===== src/rtl/pc_unit_pkg.sv =====
// Shared definitions for the fetch-stage program-counter unit.
// Holds default widths and vectors, the FSM state type, and the
// redirect-source encoding also consumed by hazard and debug logic.
package pc_unit_pkg;

    localparam int unsigned PC_W_DEF      = 32;
    localparam int unsigned DATA_W_DEF    = 16;
    localparam int unsigned RESET_VEC_DEF = 32;
    localparam int unsigned INT_VEC_DEF   = 0;
    localparam int unsigned REWIND_DEF    = 2;

    typedef enum logic {
        RUN      = 1'b0,
        RET_LOAD = 1'b1
    } pc_state_e;

    // Which source updates the PC in a given cycle.
    typedef enum logic [2:0] {
        SRC_HOLD   = 3'd0,
        SRC_INT    = 3'd1,
        SRC_CALL   = 3'd2,
        SRC_RET    = 3'd3,
        SRC_BR     = 3'd4,
        SRC_REWIND = 3'd5,
        SRC_SEQ    = 3'd6,
        SRC_LOAD   = 3'd7
    } redirect_e;

    // Beat counter width; a single-beat load still needs a 1-bit counter.
    function automatic int unsigned cnt_width(input int unsigned beats);
        return (beats > 1) ? $clog2(beats) : 1;
    endfunction

endpackage


===== src/rtl/pc_ret_loader.sv =====
// Return-address beat sequencer for the PC unit.
// Ports:
//   clk, reset      clock, synchronous active-high reset
//   stall           freezes the counter; suppresses beats
//   start           load begins this cycle (counter re-armed)
//   active          FSM is in RET_LOAD
//   mem_valid       a return-address beat is present
//   slice_we_c      one-hot PC slice write enable (combinational)
//   last_c          final beat is being written (combinational)
//   ret_done        registered pulse after the final beat
module pc_ret_loader
    import pc_unit_pkg::*;
#(
    parameter int unsigned BEATS = 2,
    parameter int unsigned CNT_W = cnt_width(BEATS)
) (
    input  logic             clk,
    input  logic             reset,
    input  logic             stall,
    input  logic             start,
    input  logic             active,
    input  logic             mem_valid,
    output logic [BEATS-1:0] slice_we_c,
    output logic             last_c,
    output logic             ret_done
);

    localparam logic [CNT_W-1:0] CNT_INIT = CNT_W'(BEATS - 1);

    logic [CNT_W-1:0] cnt;
    logic             beat_c;

    // A beat is consumed only while loading, with data present and no stall.
    assign beat_c = active & mem_valid & ~stall;
    assign last_c = beat_c & (cnt == '0);

    // Beats arrive most-significant slice first; cnt names the slice.
    always_comb begin
        slice_we_c = '0;
        for (int i = 0; i < int'(BEATS); i++) begin
            if (beat_c && (cnt == CNT_W'(i))) begin
                slice_we_c[i] = 1'b1;
            end
        end
    end

    // Counter re-arms on start and after the final beat.
    always_ff @(posedge clk) begin
        if (reset) begin
            cnt      <= CNT_INIT;
            ret_done <= 1'b0;
        end else begin
            ret_done <= last_c;
            if (start || last_c) begin
                cnt <= CNT_INIT;
            end else if (beat_c) begin
                cnt <= cnt - CNT_W'(1);
            end
        end
    end

endmodule


===== src/rtl/pc_unit.sv =====
// Fetch-stage program counter with interrupt entry, call/branch
// redirects, rewind and a multi-beat return-address load.
// Ports:
//   clk, reset                 clock, synchronous active-high reset
//   stall                      hold PC/FSM/epc; interrupts still latch
//   int_req / int_ack / epc    interrupt request, taken pulse, saved PC
//   call_valid, call_target    call redirect (zero-extended)
//   ret_start, mem_valid, mem_data   return-address load, MS slice first
//   br_taken, br_target        branch redirect (zero-extended)
//   rewind                     pc <= pc - REWIND
//   pc, busy, ret_done         PC, load in progress, load-complete pulse
module pc_unit
    import pc_unit_pkg::*;
#(
    parameter int unsigned      PC_W      = PC_W_DEF,
    parameter int unsigned      DATA_W    = DATA_W_DEF,
    parameter logic [PC_W-1:0]  RESET_VEC = PC_W'(RESET_VEC_DEF),
    parameter logic [PC_W-1:0]  INT_VEC   = PC_W'(INT_VEC_DEF),
    parameter logic [PC_W-1:0]  REWIND    = PC_W'(REWIND_DEF)
) (
    input  logic              clk,
    input  logic              reset,
    input  logic              stall,
    input  logic              int_req,
    output logic              int_ack,
    output logic [PC_W-1:0]   epc,
    input  logic              call_valid,
    input  logic [DATA_W-1:0] call_target,
    input  logic              ret_start,
    input  logic              mem_valid,
    input  logic [DATA_W-1:0] mem_data,
    input  logic              br_taken,
    input  logic [DATA_W-1:0] br_target,
    input  logic              rewind,
    output logic [PC_W-1:0]   pc,
    output logic              busy,
    output logic              ret_done
);

    localparam int unsigned BEATS = PC_W / DATA_W;

    pc_state_e        state;
    pc_state_e        state_next;
    redirect_e        src_c;
    logic [PC_W-1:0]  pc_next;
    logic [PC_W-1:0]  epc_next;
    logic             int_pend;
    logic             int_pend_next;
    logic             int_ack_next;
    logic             ret_start_c;
    logic [BEATS-1:0] slice_we_c;
    logic             last_c;

    pc_ret_loader #(
        .BEATS (BEATS)
    ) u_ret_loader (
        .clk        (clk),
        .reset      (reset),
        .stall      (stall),
        .start      (ret_start_c),
        .active     (state == RET_LOAD),
        .mem_valid  (mem_valid),
        .slice_we_c (slice_we_c),
        .last_c     (last_c),
        .ret_done   (ret_done)
    );

    assign busy = (state == RET_LOAD);

    // FSM state register.
    always_ff @(posedge clk) begin
        if (reset) begin
            state <= RUN;
        end else begin
            state <= state_next;
        end
    end

    // Redirect selection, next state and next datapath values.
    always_comb begin
        state_next    = state;
        src_c         = SRC_HOLD;
        pc_next       = pc;
        epc_next      = epc;
        int_ack_next  = 1'b0;
        ret_start_c   = 1'b0;
        int_pend_next = int_pend | int_req;

        if (!stall) begin
            if (state == RUN) begin
                if (int_pend || int_req) begin
                    src_c = SRC_INT;
                end else if (call_valid) begin
                    src_c = SRC_CALL;
                end else if (ret_start) begin
                    src_c = SRC_RET;
                end else if (br_taken) begin
                    src_c = SRC_BR;
                end else if (rewind) begin
                    src_c = SRC_REWIND;
                end else begin
                    src_c = SRC_SEQ;
                end
            end else begin
                // Interrupts stay pending until the load finishes so epc
                // captures the complete return address.
                if (|slice_we_c) begin
                    src_c = SRC_LOAD;
                end
                if (last_c) begin
                    state_next = RUN;
                end
            end
        end

        case (src_c)
            SRC_INT: begin
                epc_next      = pc;
                pc_next       = INT_VEC;
                int_ack_next  = 1'b1;
                int_pend_next = 1'b0;
            end
            SRC_CALL:   pc_next = PC_W'(call_target);
            SRC_RET: begin
                state_next  = RET_LOAD;
                ret_start_c = 1'b1;
            end
            SRC_BR:     pc_next = PC_W'(br_target);
            SRC_REWIND: pc_next = pc - REWIND;
            SRC_SEQ:    pc_next = pc + PC_W'(1);
            SRC_LOAD: begin
                for (int i = 0; i < int'(BEATS); i++) begin
                    if (slice_we_c[i]) begin
                        pc_next[i*DATA_W +: DATA_W] = mem_data;
                    end
                end
            end
            default: ;
        endcase
    end

    // Datapath registers.
    always_ff @(posedge clk) begin
        if (reset) begin
            pc       <= RESET_VEC;
            epc      <= '0;
            int_pend <= 1'b0;
            int_ack  <= 1'b0;
        end else begin
            pc       <= pc_next;
            epc      <= epc_next;
            int_pend <= int_pend_next;
            int_ack  <= int_ack_next;
        end
    end

endmodule

===== config.mk =====
export PLATFORM = sky130hd
export DESIGN_NAME = pc_unit
export DESIGN_NICKNAME = d
export VERILOG_FILES = /design/src/rtl/pc_unit_pkg.sv /design/src/rtl/pc_ret_loader.sv /design/src/rtl/pc_unit.sv
export SDC_FILE = /design/constraint.sdc
export NUM_CORES = 1
export LEC_CHECK = 0
export ABC_AREA = 1
export BUFFER_PORTS_ARGS = -buffer_cell sky130_fd_sc_hd__buf_4
export CAP_MARGIN = 20
export CORE_AREA = 2 2 97 99
export DETAILED_ROUTE_END_ITERATION = 12
export DIE_AREA = 0 0 99 101
export PLACE_DENSITY = 0.85
export SETUP_SLACK_MARGIN = 0.15
export SYNTH_ARGS = -nofsm -noshare
export SYNTH_HDL_FRONTEND = slang
export SYNTH_SLANG_ARGS = --single-unit

===== constraint.sdc =====
create_clock -name clk -period 4.4 [get_ports clk]
set_clock_uncertainty 0.2 [all_clocks]
set_input_delay 1.1 -clock clk [delete_from_list [all_inputs] [get_ports clk]]
set_output_delay 1.1 -clock clk [all_outputs]
set_load 0.05 [all_outputs]

# ---- Word level (Yosys, flattened, before mapping)
# Index checks and enable logic that the tools add are counted.
dict set report op_classes {
  add_sub_neg 3
  eq_ne 10
  mux 19
  bitwise_logic 6
  n_reduce_logical 10
}
# op count
set ops {}
lappend ops {{$pmux W32 S6} 1}
lappend ops {{$add A32 B1 Y32 const B} 1}
lappend ops {{$mux W16} 2}
lappend ops {{$sub A32 B2 Y32 const B} 1}
lappend ops {{$mux W3} 6}
lappend ops {{$eq A3 B3 Y1 const B} 4}
lappend ops {{$mux W1} 8}
lappend ops {{$eq A3 B2 Y1 const B} 2}
lappend ops {{$reduce_bool A6 Y1} 1}
lappend ops {{$reduce_or A2 Y1} 3}
lappend ops {{$mux W2} 2}
lappend ops {{$ne A2 B2 Y1 const B} 2}
lappend ops {{$reduce_and A2 Y1} 2}
lappend ops {{$and A1 B1 Y1} 3}
lappend ops {{$eq A3 B1 Y1 const B} 1}
lappend ops {{$logic_and A1 B1 Y1} 2}
lappend ops {{$logic_or A1 B1 Y1} 2}
lappend ops {{$ne A2 B1 Y1 const B} 1}
lappend ops {{$not A1 Y1} 2}
lappend ops {{$or A1 B1 Y1} 1}
lappend ops {{$sub A1 B1 Y1 const B} 1}
dict set report totals {
  ff_bits 69
  output_inout_bits 67
}

# ---- Depth between registers and ports, before layout
# Gate-level depths: netlist of the first run.
dict set report logic_depth {
  word_depth 12
  depth_mapped 14
  mapped_depth_nobuf 14
}

# ---- Hierarchy
# Synthesis of the first run repeated with hierarchy kept, for this count alone.
dict set report unflattened {
  cells_unflattened 896
  area_unflattened_um2 5178.7
}
# mod n_inst cells_each area_per_inst_um2
set by_module_without_submodules {}
lappend by_module_without_submodules {pc_unit 1 883 5079.9}
lappend by_module_without_submodules {pc_ret_loader 1 13 98.8}

# ---- Worst setup path before layout of the first run
# OpenSTA, ideal clock, no wires.
dict set report synth_path {
  path_kind {input -> register}
  startpoint {input port int_req}
  endpoint {register pc[3]}
  arrival_ns 2.306
  t_required_ns 4.068
  slack_ns 1.762
  cell_stages 11
  cell_sequence {nor2_2 -> nand2_1 -> nand2_1 -> nand2_1 -> nand2_2 -> nand3_4 -> nand2_4 -> clkinv_2 -> buf_4 -> nand2_1 -> a21oi_1}
}
dict set report synth_between {
  elab_chain_len 7
}
# element line_no
set synth_lines {}
lappend synth_lines {{from (decl)} pc_unit.sv:24} ;# input logic int_req,
lappend synth_lines {{$logic_or A1 B1 Y1 (*)} pc_unit.sv:91} ;# if (int_pend || int_req) begin
lappend synth_lines {{$mux W3 (*)} pc_unit.sv:91}
lappend synth_lines {{$mux W3 (*)} pc_unit.sv:90} ;# if (state == RUN) begin
lappend synth_lines {{$mux W3 (*)} pc_unit.sv:89} ;# if (!stall) begin
lappend synth_lines {{$eq A3 B3 Y1, or another cell as far along} pc_unit.sv:116} ;# case (src_c)
lappend synth_lines {{$reduce_bool A6 Y1 (no line) / $ne A2 B2 Y1 (equally long branches)} --}
lappend synth_lines {{$reduce_and A2 Y1 (no line)} --}
lappend synth_lines {{to (signal assigned)} pc_unit.sv:150} ;# pc <= pc_next;
lappend synth_lines {{to (decl)} pc_unit.sv:35} ;# output logic [PC_W-1:0] pc,
# Every way passes the cells marked *; elsewhere a longest branch is shown, timed or not.
# A chain may end at the register's enable or synchronous reset.

# ---- Worst setup path in the final report of the first run
dict set report layout_path {
  startpoint {input port int_req}
  endpoint {register pc[1]}
}
# The elaborated chain is that of the path after synthesis.

==> reports/metrics.cfg, run 1 <==
[setup_path]
cp_data_arrival_time_ps=2930
end_kind=register
cp.buffers_inverters=4
slowest_stage=clkinv_2
path_delay_family=simple AND/OR/NAND/NOR gates
max_stage_delay_ps=300
path_class=in2reg
timing.critical_path.required_ps=4410
critPathLaunchType=primary input
path_max_fanout=18
crit_path_frequent_cell=nand2_4
cp_cell_sequence=buf_4, nor2_2, nand2_2, inv_2, nand2_4, nand2_4, inv_2, nand2_2, nand3_4, nand2_4, clkinv_2, o21ai_0, a21oi_1

[sta]
grt_setup_unrepaired=no
tightest_slew_ps=719
period_minus_slack_ps=2920
max_slew_margin=0.519
setup_viol=0
hold_viol_final=0
post-route-period-util=0.664
clock.fmax_ghz=0.342
setup-tns-final_ps=0
maxSlewViolCount=0

[drt]
ant_nets=0
drt_iter0_markers=666
drc_errors=0
drt-pass1-iter-count=7
viasPerCell=5.68
wl_um=18300
routedWlPerCell_um=16.6
vias=6289

[clocking]
cts_tree=built
numCtsBuffers=9
holdBufCountCts=0
h-tree-depth=3
cts_setup_buffers=0
clk_path_buf_depth=2
cts-root-buf=clkbuf_8
clk_pin_slew_ps=80
cts.repair.resized=0
clock_sinks=69
insertion_delay_ps=350

[floorplanning]
start_util=0.573
io_pins=124
rows=35
die_h_um=101
dieArea_um2=10000
die_x_um=99
core_area_um2=8980

[cells_and_area]
nNetsFinal=1052
final_area_um2=6270
post-route-util=0.698
antenna_cells=0
area_delta_synth_final_pct=21.9
drive_above_1_share=0.175
fillerInstances=873

[synthesis]
ys_ff_latch=69
synth_top_area_cell=dfxtp_1
synth_common_cells=nand2_1 (284), nand3_1 (134), nor2_1 (131)
synth_fp_nets=956
synth_cell_types=39
synth-seq-area-share=0.269
synthFlopType=dfxtp_1
synth-edff-count=0
synth_top_area_share=0.269
netlist_instances=896
synthArstFlopShare=0
avgSynthCellArea_um2=5.74
yosysMostFrequentCell=nand2_1
synth_area_um2=5140
ys.warnings.count=0
synth_area_leaders=dfxtp_1 (27%), nand2_1 (21%), nand3_1 (13%), nor2_1 (9.6%), inv_1 (5.2%)

[global_routing]
grt_max_degree=37
grt_use_total=0.360
antenna_found_initial=0
grt_first_pass_wirelength_um=28300
grt_pass1_vias=5634
grt_overflow_total=0

[place]
dp.final_hpwl_um=13700
place_congestion=0.981
placed_cell_area_um2=6030
placement.io_buffers=123

[power_and_ir_drop]
ir_drop_uv=176
p_leak_nw=2.92
powerDensity_nw_per_um2=281

[worst_hold_path]
min_path_type=reg2reg

[outcome]
status=finished clean

[flow_run]
cap_violations=0

-- worst reg2reg max path, delay by kind of cell (launching register included) --
kind | cells | cell delay, ps
fa+ha+maj | 1 | 240
compound gates | 1 | 120
buf+inv | 2 | 310
simple gates | 10 | 1240
flops | 1 | 360
-- per-layer routing --
layer,track usage,routed length (um),vias up
met3,0.0513,1960,62
li1,-,-,3062
met1,0.478,7350,2764
met2,0.581,8270,401
met5,0,0,-
met4,0.163,744,0
-- flip-flops by register name, indices dropped and copies added (netlist names) --
signal	cells
busy	1
u_ret_loader.ret_done	1
int_ack	1
u_ret_loader.cnt	1
pc	32
epc	32
int_pend	1
-- final timing paths --
kind	slack [ps]	start	depth (start not counted)	end
hold / removal	280	epc[15]$_SDFFE_PP0P_	2	epc[15]$_SDFFE_PP0P_
setup reg to reg	1870	pc[1]$_SDFFE_PP0P_	14	pc[11]$_SDFFE_PP0P_
setup / recovery	1480	int_req	13	pc[1]$_SDFFE_PP0P_
hold reg to reg	280	epc[15]$_SDFFE_PP0P_	2	epc[15]$_SDFFE_PP0P_
-- through the flow --
stage          setup WS (ps)  total power [mW]  std cells  hold slack (ps)
3_3_place_gp            1280              1.11       1092              266
4_1_cts                 1530              1.75       1107              283
6_report                1480              1.76       1107              282
5_1_grt                 1350              1.82       1107              304
2_1_floorplan           1760             0.982        896              270
3_5_place_dp            1180              1.11       1092              272
-- layout make-up --
class | instances | area, um2 | share of cell area
clock buffer | 9 | 124 | 0.0198
inverter | 79 | 300 | 0.0479
timing repair buffer | 128 | 961 | 0.153
tap | 111 | 139 | 0.0222
clock inverter | 6 | 113 | 0.0180
multi-input combinational | 705 | 3250 | 0.519
sequential | 69 | 1380 | 0.220
-- logic make-up (layout without fill, tap and decap cells) --
| logic type | Yosys count | in the layout | share of synthesized area |
|---|---|---|---|
| compound gates | 99 | 99 | 0.103 |
| simple gates | 587 | 587 | 0.494 |
| buf+inv | 122 | 222 | 0.0992 |
| fa+ha+maj | 3 | 3 | 0.00730 |
| flops | 69 | 69 | 0.269 |
| xor+xnor | 16 | 16 | 0.0272 |
-- placed cells by master (no fill, tap or decap), types with 2 or more instances in the layout --
master / synthesis / routed
a21boi_0: 5 / 5
a21oi_1: 36 / 36
a21oi_2: 2 / 2
and2_1: 2 / 2
buf_4: 7 / 128
bufinv_16: 0 / 3
clkbuf_8: 0 / 9
clkinv_2: 1 / 2
clkinv_4: 0 / 2
dfxtp_1: 69 / 69
ha_1: 3 / 3
inv_1: 71 / 71
inv_2: 5 / 5
nand2_1: 284 / 284
nand2_2: 3 / 3
nand2_4: 3 / 3
nand3_1: 134 / 134
nand4_1: 12 / 12
nor2_1: 131 / 131
nor2_2: 6 / 6
nor2_4: 3 / 3
nor3_1: 2 / 2
o21ai_0: 34 / 34
o21ai_1: 19 / 19
xor2_1: 16 / 16
-- where the power goes --
part,internal [mW],total [mW],switching (mW)
Sequential,0.638,0.663,0.0248
Combinational,0.135,0.452,0.317
Clock,0.375,0.646,0.271
No activity file was read; power rests on OpenSTA's default activity.
==> run 2: changes to the inputs <==
--- a/config.mk
+++ b/config.mk
@@ -5,13 +5,13 @@
 export SDC_FILE = /design/constraint.sdc
 export NUM_CORES = 1
 export LEC_CHECK = 0
-export ABC_AREA = 1
+export ABC_AREA = 0
 export BUFFER_PORTS_ARGS = -buffer_cell sky130_fd_sc_hd__buf_4
 export CAP_MARGIN = 20
-export CORE_AREA = 2 2 97 99
+export CORE_AREA = 2 2 96 98
 export DETAILED_ROUTE_END_ITERATION = 12
-export DIE_AREA = 0 0 99 101
-export PLACE_DENSITY = 0.85
+export DIE_AREA = 0 0 98 100
+export PLACE_DENSITY = 0.79
 export SETUP_SLACK_MARGIN = 0.15
 export SYNTH_ARGS = -nofsm -noshare
 export SYNTH_HDL_FRONTEND = slang
==> constraint.sdc (replaced) <==
create_clock -name clk -period 2.8 [get_ports clk]
set_clock_uncertainty 0.2 [all_clocks]
set_input_delay 0.7 -clock clk [delete_from_list [all_inputs] [get_ports clk]]
set_output_delay 0.7 -clock clk [all_outputs]
set_load 0.05 [all_outputs]
==> run 2 against run 1 <==
  * Via count shrank 9.7%
  * Wire length is 3.2% lower
  * Non-clock buffer count increased by 63
  * Combinational power is 8.2% lower
  * Setup slack worse by 1400 ps
  * Total power rose by 23%
  * Synthesized area down 12%
  * Utilization down 0.89 points
  * Critical path type is now reg2reg
==> reports/metrics.cfg, run 2 <==
[setup_path]
timing.critical_path.required_ps=2870
critPathLaunchType=register
end_kind=register
rrSetupSlack_ps=110
crit_path_frequent_cell=or4_4
cp_cell_sequence=inv_4, ha_4, or3b_4, or4_4, or4_4, xnor2_2, a21oi_1, a311oi_1
worstReg2RegStart=pc[2]$_SDFFE_PP0P_
r2r_end=pc[11]$_SDFFE_PP0P_
slowest_stage=or4_4
path_class=reg2reg
r2r_cells=8
cp_data_arrival_time_ps=2760
max_stage_delay_ps=550
path_max_fanout=2

[sta]
tightest_slew_ps=618
setup_viol=0
maxSlewViolCount=0
clock.fmax_ghz=0.372
max_slew_margin=0.588
setup-tns-final_ps=0
period_minus_slack_ps=2690
hold_viol_final=0
post-route-period-util=0.960
grt_setup_unrepaired=yes
whs_ps=259

[global_routing]
grt_max_degree=49
antenna_found_initial=0
grt_overflow_total=0
grt_first_pass_wirelength_um=27800
grt_pass1_vias=5297
grt_use_total=0.356

[synthesis]
synthMuxAreaShare=0
synth_top_area_share=0.305
ys_ff_latch=69
synthFlopType=dfxtp_1
synth_compound_area_frac=0.292
synth_xor_area_frac=0.0423
synth_top_area_cell=dfxtp_1
ys.warnings.count=0
synth_cell_types=68
synth-seq-area-share=0.305
synthArstFlopShare=0
avgSynthCellArea_um2=7.37
synth-edff-count=0
synth_area_um2=4530
synthAdderAreaFrac=0.00829
netlist_instances=615
yosysMostFrequentCell=nand2_1
synth_area_leaders=dfxtp_1 (30%), nand2_1 (9.6%), a21oi_1 (7.3%), clkbuf_1 (3.6%), xnor2_1 (2.9%)
synth_top_family_by_area=compound AO/OA/AOI/OAI gates
post_synth_and_or_nand_nor_area_fraction=0.288
synth_common_cells=nand2_1 (116), dfxtp_1 (69), a21oi_1 (66)
synth_fp_nets=675

[clocking]
h-tree-depth=3
insertion_delay_ps=370
clock_sinks=69
clk_pin_slew_ps=80
numCtsBuffers=9
cts-root-buf=clkbuf_8
cts_tree=built
clk_path_buf_depth=2
holdBufCountCts=0

[place]
placed_cell_area_um2=5870
dp.final_hpwl_um=12700
placement.io_buffers=123
place_congestion=1.04

[power_and_ir_drop]
pwr-share-clk=0.347
comb_power_share=0.192
power.internal_mw=1.48
ir_drop_uv=288
switching_power_uw=683
switching_share=0.316
powerDensity_nw_per_um2=353
p_leak_nw=2.45
pwr-share-seq=0.462

[cells_and_area]
drive_above_1_share=0.307
fillerInstances=776
nNetsFinal=816
antenna_cells=0
reg_top3=epc x32, pc x32
final_area_um2=6130
area_delta_synth_final_pct=35.3
final_cell_mix=buf_4 (187), nand2_1 (116), a21oi_1 (66), dfxtp_1 (62), nor2_1 (25)
mostFrequentLayoutCell=buf_4

[worst_hold_path]
hold_start=epc[17]$_SDFFE_PP0P_
hold_end=epc[17]$_SDFFE_PP0P_
hold_depth=2
min_path_type=reg2reg

[drt]
drt_iter0_markers=621
drt-pass1-iter-count=9
wl_um=17800
drc_errors=0
viasPerCell=6.51
routedWlPerCell_um=20.4
ant_nets=0
vias=5680

[floorplanning]
dieArea_um2=9800
io_pins=124
die_x_um=98
core_area_um2=8890
die_h_um=100
start_util=0.510
rows=35

[outcome]
status=finished clean

[flow_run]
cap_violations=0

[run 2: routing by layer]
metal	routed length, um	vias to the layer above	global-route usage
met5	0	-	0
li1	-	2566	-
met2	8200	392	0.565
met4	639	0	0.160
met3	2020	57	0.0669
met1	6900	2665	0.472
[run 2: cell type report]
type                       count  area [um2]  share of cell area
sequential                    69        1400               0.228
multi-input combinational    476        2910               0.474
tap                          111         139              0.0227
clock inverter                 7        41.3             0.00674
inverter                       9        38.8             0.00633
timing repair buffer         191        1480               0.242
clock buffer                   9         124              0.0202
[run 2: worst max-delay path, delay by kind of cell (launching register included)]
kind	cells	cell delay, ps
buf+inv	1	60
compound gates	2	320
xor+xnor	1	160
flops	1	360
fa+ha+maj	1	120
simple gates	3	1380
[run 2: worst max-delay path by stage]
stage,from,slack (ps),to
2_1_floorplan,pc[9]$_SDFFE_PP0P_,130,pc[31]$_SDFFE_PP0P_
3_3_place_gp,stall,30,pc[29]$_SDFFE_PP0P_
3_5_place_dp,stall,20,pc[29]$_SDFFE_PP0P_
4_1_cts,pc[2]$_SDFFE_PP0P_,130,pc[11]$_SDFFE_PP0P_
5_1_grt,pc[1]$_SDFFE_PP0P_,40,pc[11]$_SDFFE_PP0P_
6_report,pc[2]$_SDFFE_PP0P_,110,pc[11]$_SDFFE_PP0P_
[run 2: power groups by stage]
stage,logic [mW],registers (mW),clock network [mW]
after floorplan,0.193,1.04,0
after global placement,0.391,1.02,0
after detailed placement,0.395,1.02,0
after CTS,0.401,0.997,0.749
after global routing,0.440,0.999,0.781
final,0.415,0.998,0.750
[run 2: cell families (layout without fill, tap and decap cells)]
group,Yosys count,count (layout)
simple gates,251,251
fa+ha+maj,3,3
xor+xnor,21,21
flops,69,69
compound gates,201,201
buf+inv,70,216
[run 2: repair_timing]
action,CTS,global route
setup buffers,5,1
setup endpoints to repair,1,9
pin swaps,3,7
gates resized for setup,1,10
cloned,0,0
[run 2: metrics by stage]
stage | util | cells | power [mW] | setup WS, ps
finish | 0.690 | 872 | 2.16 | 111
global placement | 0.660 | 850 | 1.41 | 28.8
CTS | 0.683 | 871 | 2.15 | 125
floorplan | - | 615 | 1.23 | 128
detailed placement | 0.660 | 850 | 1.42 | 23.0
global route | 0.690 | 872 | 2.22 | 43.1
